**src/rtl/alu_sequencer.sv**
```systemverilog
// alu_sequencer: hardwired T0..T5 control sequencer for the fetch and
// register-to-register ALU steps of the datapath.
// Decodes the instruction register and emits Moore-style control strobes,
// one-hot register select vectors and an ALU opcode.
// Optional feature macro: MEM_WAIT_EN. When defined, T1 stalls until
// i_mem_ready is high. When undefined, i_mem_ready is ignored.
module alu_sequencer #(
    parameter int DATA_WIDTH   = 32,
    parameter int REG_COUNT    = 16,
    parameter int OPCODE_WIDTH = 5
) (
    input  logic                  i_clock,
    input  logic                  i_clear,
    input  logic                  i_run,
    input  logic                  i_mem_ready,
    input  logic [DATA_WIDTH-1:0] i_ir,
    output logic                  o_PCout,
    output logic                  o_Zlowout,
    output logic                  o_MDRout,
    output logic                  o_PCin,
    output logic                  o_MARin,
    output logic                  o_MDRin,
    output logic                  o_IRin,
    output logic                  o_Yin,
    output logic                  o_Zin,
    output logic                  o_IncPC,
    output logic                  o_Read,
    output logic [REG_COUNT-1:0]  o_Rin,
    output logic [REG_COUNT-1:0]  o_Rout,
    output logic [3:0]            o_alu_op,
    output logic                  o_done,
    output logic                  o_halted,
    output logic                  o_illegal
);

    localparam logic [2:0] S_IDLE = 3'd0;
    localparam logic [2:0] S_T0   = 3'd1;
    localparam logic [2:0] S_T1   = 3'd2;
    localparam logic [2:0] S_T2   = 3'd3;
    localparam logic [2:0] S_T3   = 3'd4;
    localparam logic [2:0] S_T4   = 3'd5;
    localparam logic [2:0] S_T5   = 3'd6;
    localparam logic [2:0] S_HALT = 3'd7;

    // Register indices are always 4 bits wide; REG_COUNT may be smaller,
    // so indices at or above REG_LIMIT are rejected as illegal.
    localparam int         RIDX_W    = 4;
    localparam logic [4:0] REG_LIMIT = 5'(REG_COUNT);

    localparam logic [OPCODE_WIDTH-1:0] OP_FIRST_ALU = OPCODE_WIDTH'(3);
    localparam logic [OPCODE_WIDTH-1:0] OP_LAST_ALU  = OPCODE_WIDTH'(10);

    logic [2:0]              r_state;
    logic [2:0]              w_state_next;
    logic                    r_illegal;

    logic [OPCODE_WIDTH-1:0] w_opcode;
    logic [RIDX_W-1:0]       w_ra;
    logic [RIDX_W-1:0]       w_rb;
    logic [RIDX_W-1:0]       w_rc;
    logic                    w_is_alu;
    logic                    w_is_halt;
    logic                    w_regs_ok;
    logic                    w_legal_alu;
    logic [REG_COUNT-1:0]    w_ra_hot;
    logic [REG_COUNT-1:0]    w_rb_hot;
    logic [REG_COUNT-1:0]    w_rc_hot;
    logic                    w_unused;

    // Instruction fields: opcode at the top, then Ra, Rb, Rc.
    assign w_opcode = i_ir[DATA_WIDTH-1 -: OPCODE_WIDTH];
    assign w_ra     = i_ir[DATA_WIDTH-OPCODE_WIDTH-1 -: RIDX_W];
    assign w_rb     = i_ir[DATA_WIDTH-OPCODE_WIDTH-RIDX_W-1 -: RIDX_W];
    assign w_rc     = i_ir[DATA_WIDTH-OPCODE_WIDTH-2*RIDX_W-1 -: RIDX_W];

    // Halt is the all-ones opcode; ALU ops occupy the contiguous range 3..10.
    assign w_is_halt   = &w_opcode;
    assign w_is_alu    = (w_opcode >= OP_FIRST_ALU) && (w_opcode <= OP_LAST_ALU);
    assign w_regs_ok   = ({1'b0, w_ra} < REG_LIMIT) &&
                         ({1'b0, w_rb} < REG_LIMIT) &&
                         ({1'b0, w_rc} < REG_LIMIT);
    assign w_legal_alu = w_is_alu && w_regs_ok;

    // Low instruction bits (immediate field) are not used by this sequencer;
    // mem_ready is only consulted when the wait handshake is compiled in.
    assign w_unused = ^{i_ir, i_mem_ready};

    // One-hot select decoders; an out-of-range index simply yields all zeros.
    genvar gi;
    generate
        for (gi = 0; gi < REG_COUNT; gi++) begin : g_sel
            assign w_ra_hot[gi] = (w_ra == RIDX_W'(gi));
            assign w_rb_hot[gi] = (w_rb == RIDX_W'(gi));
            assign w_rc_hot[gi] = (w_rc == RIDX_W'(gi));
        end
    endgenerate

    // State register and sticky illegal flag; clear aborts asynchronously.
    always_ff @(posedge i_clock or negedge i_clear) begin
        if (!i_clear) begin
            r_state   <= S_IDLE;
            r_illegal <= 1'b0;
        end else begin
            r_state <= w_state_next;
            if (r_state == S_T3 && !w_is_halt && !w_legal_alu) begin
                r_illegal <= 1'b1;
            end
        end
    end

    // Next-state logic; run is only looked at in IDLE and T5.
    always_comb begin
        w_state_next = r_state;
        case (r_state)
            S_IDLE: w_state_next = i_run ? S_T0 : S_IDLE;
            S_T0:   w_state_next = S_T1;
`ifdef MEM_WAIT_EN
            S_T1:   w_state_next = i_mem_ready ? S_T2 : S_T1;
`else
            S_T1:   w_state_next = S_T2;
`endif
            S_T2:   w_state_next = S_T3;
            S_T3:   w_state_next = w_legal_alu ? S_T4 : S_HALT;
            S_T4:   w_state_next = S_T5;
            S_T5:   w_state_next = i_run ? S_T0 : S_IDLE;
            S_HALT: w_state_next = S_HALT;
            default: w_state_next = S_IDLE;
        endcase
    end

    // Moore strobe decode from the state; T3 is additionally gated by decode.
    always_comb begin
        o_PCout   = 1'b0;
        o_Zlowout = 1'b0;
        o_MDRout  = 1'b0;
        o_PCin    = 1'b0;
        o_MARin   = 1'b0;
        o_MDRin   = 1'b0;
        o_IRin    = 1'b0;
        o_Yin     = 1'b0;
        o_Zin     = 1'b0;
        o_IncPC   = 1'b0;
        o_Read    = 1'b0;
        o_Rin     = '0;
        o_Rout    = '0;
        o_alu_op  = 4'd0;
        o_done    = 1'b0;
        o_halted  = 1'b0;
        case (r_state)
            S_T0: begin
                o_PCout = 1'b1;
                o_MARin = 1'b1;
                o_IncPC = 1'b1;
                o_Zin   = 1'b1;
            end
            S_T1: begin
                o_Zlowout = 1'b1;
                o_PCin    = 1'b1;
                o_Read    = 1'b1;
                o_MDRin   = 1'b1;
            end
            S_T2: begin
                o_MDRout = 1'b1;
                o_IRin   = 1'b1;
            end
            S_T3: begin
                if (w_legal_alu) begin
                    o_Rout = w_rb_hot;
                    o_Yin  = 1'b1;
                end
            end
            S_T4: begin
                o_Rout   = w_rc_hot;
                o_alu_op = w_opcode[3:0];
                o_Zin    = 1'b1;
            end
            S_T5: begin
                o_Zlowout = 1'b1;
                o_Rin     = w_ra_hot;
                o_done    = 1'b1;
            end
            S_HALT: begin
                o_halted = 1'b1;
            end
            default: begin
            end
        endcase
    end

    assign o_illegal = r_illegal;

endmodule
```
**config.mk**
```make
export PLATFORM = sky130hd
export DESIGN_NAME = alu_sequencer
export DESIGN_NICKNAME = d
export VERILOG_FILES = /design/src/rtl/alu_sequencer.sv
export SDC_FILE = /design/constraint.sdc
export NUM_CORES = 1
export LEC_CHECK = 0
export CAP_MARGIN = 20
export CELL_PAD_IN_SITES_DETAIL_PLACEMENT = 1
export CELL_PAD_IN_SITES_GLOBAL_PLACEMENT = 2
export CORE_MARGIN = 2
export CORE_UTILIZATION = 12
export CTS_CLUSTER_DIAMETER = 120
export DETAILED_ROUTE_END_ITERATION = 8
export GPL_ROUTABILITY_DRIVEN = 0
export PLACE_DENSITY_LB_ADDON = 0.15
export SLEW_MARGIN = 15
export SYNTH_ARGS = -nofsm -noshare
export SYNTH_HDL_FRONTEND = slang
export SYNTH_SLANG_ARGS = --single-unit
```
**constraint.sdc**
```tcl
create_clock -name i_clock -period 3.4 [get_ports i_clock]
set_clock_uncertainty 0.15 [all_clocks]
set_input_delay 0.68 -clock i_clock [delete_from_list [all_inputs] [get_ports i_clock]]
set_output_delay 0.68 -clock i_clock [all_outputs]
set_load 0.01 [all_outputs]
```
==> results.ini <==
[finish]
multiInputGateArea_um2 = 614.3
antenna_cells = 0
finish.instance_area_um2 = 1588
seq_area_um2 = 100.1
area_growth_pct = 102.7
finalNetCount = 231
mostFrequentLayoutCell = clkdlybuf4s50_1
n_fill_cell = 781
drive_gt1_share_pct = 8.808
final_cell_mix = 63 x clkdlybuf4s50_1, 23 x nor2_1, 23 x nand2_1

[sta]
fin_crit_sh_pct = 96.41
hold_viol_final = 0
rsz0062_at_grt = true
slew_headroom_pct = 72.29
post-route-min-period_ns = 3.278
setup_viol = 0
tightest_slew_ns = 0.4156
tns_ns = 0
clock.fmax_ghz = 0.3051
final_max_slew_viol_count = 0
setup_ws_ns = 0.1220

[synthesis]
yosysWarningCount = 0
syn_area_um2 = 783.3
synth_fp_nets = 163
ys_seq_area_share_pct = 12.78
synth_cells = 127
syn_avg_cell_area_um2 = 6.167
yosys_register_bits = 4
synth_cell_types = 30

[global_route]
grt_use_total_pct = 9.458
grt_pass1_wl_mm = 5.540
grt_start_max_net_pins = 15
antenna_found_initial = 0
grt_pass1_vias = 1127
grt_overflow = 0

[drt]
ant_nets = 0
num_vias = 1110
dr_wl_met2_mm = 1.763
drc = 0
drt-vias-per-instance = 4.111
highest_layer = met4
wl_per_cell_um = 12.76
drt-met1-wl_mm = 1.437
wirelength_mm = 3.446
routed-wl-met3_um = 193
drt-initial-drc-count = 12
dr.pass1.iters = 2

[setup_path]
crit_chain = clkdlybuf4s50_1 -> a21oi_1 -> nand2b_1 -> nand4_1 -> o21ai_1 -> clkdlybuf4s50_1
required_ns = 2.57
r2r_slack_ns = 1.94
critPathMaxFanout = 5
path_buf_inv = 2
end_kind = output pin
max_stage_delay_ns = 0.55
cp_slowest_cell = clkdlybuf4s50_1
cp.arrival_ns = 2.45
start_kind = input port
crit_family = buffers and inverters
crit_top_cell = clkdlybuf4s50_1
path_class = input port to output pin

[power]
power_mw = 0.6912
ir_drop_mv = 0.1491
power_density_nw_per_um2 = 435.3
p_leak_nw = 0.6529

[clocking]
postCtsHoldBufs = 0
cts_buffer_depth = 2
clkTransAtPathRegs_ns = 0.03
htree_levels = 1
cts_num_sinks = 4
cts_made_buffers = 3
cts-root-buf = clkbuf_8
insertion_delay_ns = 0.22
cts_tree = built

[die]
rows = 29
design.core.area_um2 = 6314
ios = 86
start_util_pct = 12.41
dieArea_um2 = 7189
die_h_um = 84.79
die_x_um = 84.79

[placement]
dp_worst_setup_slack_ns = 0.05804
placedInstanceArea_um2 = 1513
hpwl_mm = 2.950
io_buffers = 69

[flow_run]
cap_violations = 0

[run_status]
status = complete, no violations

[worst_hold_path]
hold_path_class = flop to flop

## synth_stat cells (all sizes together)
cell type / instances / share of area [%]
nor3b: 4 / 5.1
nand4: 5 / 4.0
nor2b: 6 / 4.8
dfrtp: 4 / 13
nand3: 2 / 1.3
buf: 9 / 9.3
or2: 1 / 0.80
nand2b: 4 / 4.2
and3: 6 / 4.8
and2: 1 / 0.80
nand3b: 3 / 3.4
nor2: 23 / 11
a2111oi: 1 / 1.1
a21boi: 1 / 0.96
nand2: 24 / 12
inv: 2 / 0.96
a21o: 1 / 0.96
or3: 2 / 2.9
and3b: 2 / 2.2
o21ai: 18 / 12
a21oi: 2 / 1.3
nor3: 6 / 4.5
## cell families (layout without fill, tap and decap cells)
kind of cell | Yosys count | after routing | synth area share [%]
compound gates | 23 | 23 | 15.81
flops | 4 | 4 | 12.78
simple gates | 89 | 89 | 61.18
buf+inv | 11 | 77 | 10.22
## metrics by stage
| step | utilization, % | hold WS, ns | std cells |
|---|---|---|---|
| after floorplan | - | 0.2344 | 127 |
| after global placement | 23.96 | 0.3053 | 266 |
| final | 25.15 | 0.3119 | 270 |
| after detailed placement | 23.96 | 0.3081 | 266 |
| after global routing | 25.15 | 0.3644 | 270 |
| after CTS | 24.61 | 0.3153 | 269 |
## what timing repair did
action,in CTS,in global routing
gates resized for setup,0,16
setup endpoints to repair,0,13
buffers inserted,0,1
## cell type report
cell class              instances  area share (%)
repair buffers                 72           45.86
multi-input cells             112           38.69
flip-flops and latches          4           6.304
well taps                      77           6.068
clock buffers                   3           2.600
inverters                       2          0.4728
## path summary, 6_finish.rpt
kind / startpoint / to / cells past startpoint
min in group asynchronous: i_clear / o_illegal / 1
max in group asynchronous: i_clear / async pin / 1
hold reg to reg: o_illegal / o_illegal / 1
setup reg to reg: flop / o_illegal / 3
hold / removal: o_illegal / o_illegal / 1
setup / recovery: i_ir[27] / o_Rout[15] / 6
## worst register-to-register path, cell delays in order, from the launching register on
cell and delay (ns):
dfrtp_1 0.58, nand2b_4 0.16, a2111oi_0 0.37, or2_1 0.15
## report_power, final
part | internal, mW | total [mW] | switching [mW]
registers | 0.0699 | 0.131 | 0.0614
logic | 0.243 | 0.459 | 0.216
clock network | 0.0755 | 0.101 | 0.0254
total | 0.388 | 0.691 | 0.303
## metal layers
layer	global-route usage, %	vias up
li1	-	568
met5	0	-
met2	17.61	43
met1	10.90	495
met3	1.278	4
met4	3.463	0
No activity file was read; power rests on OpenSTA's default activity.
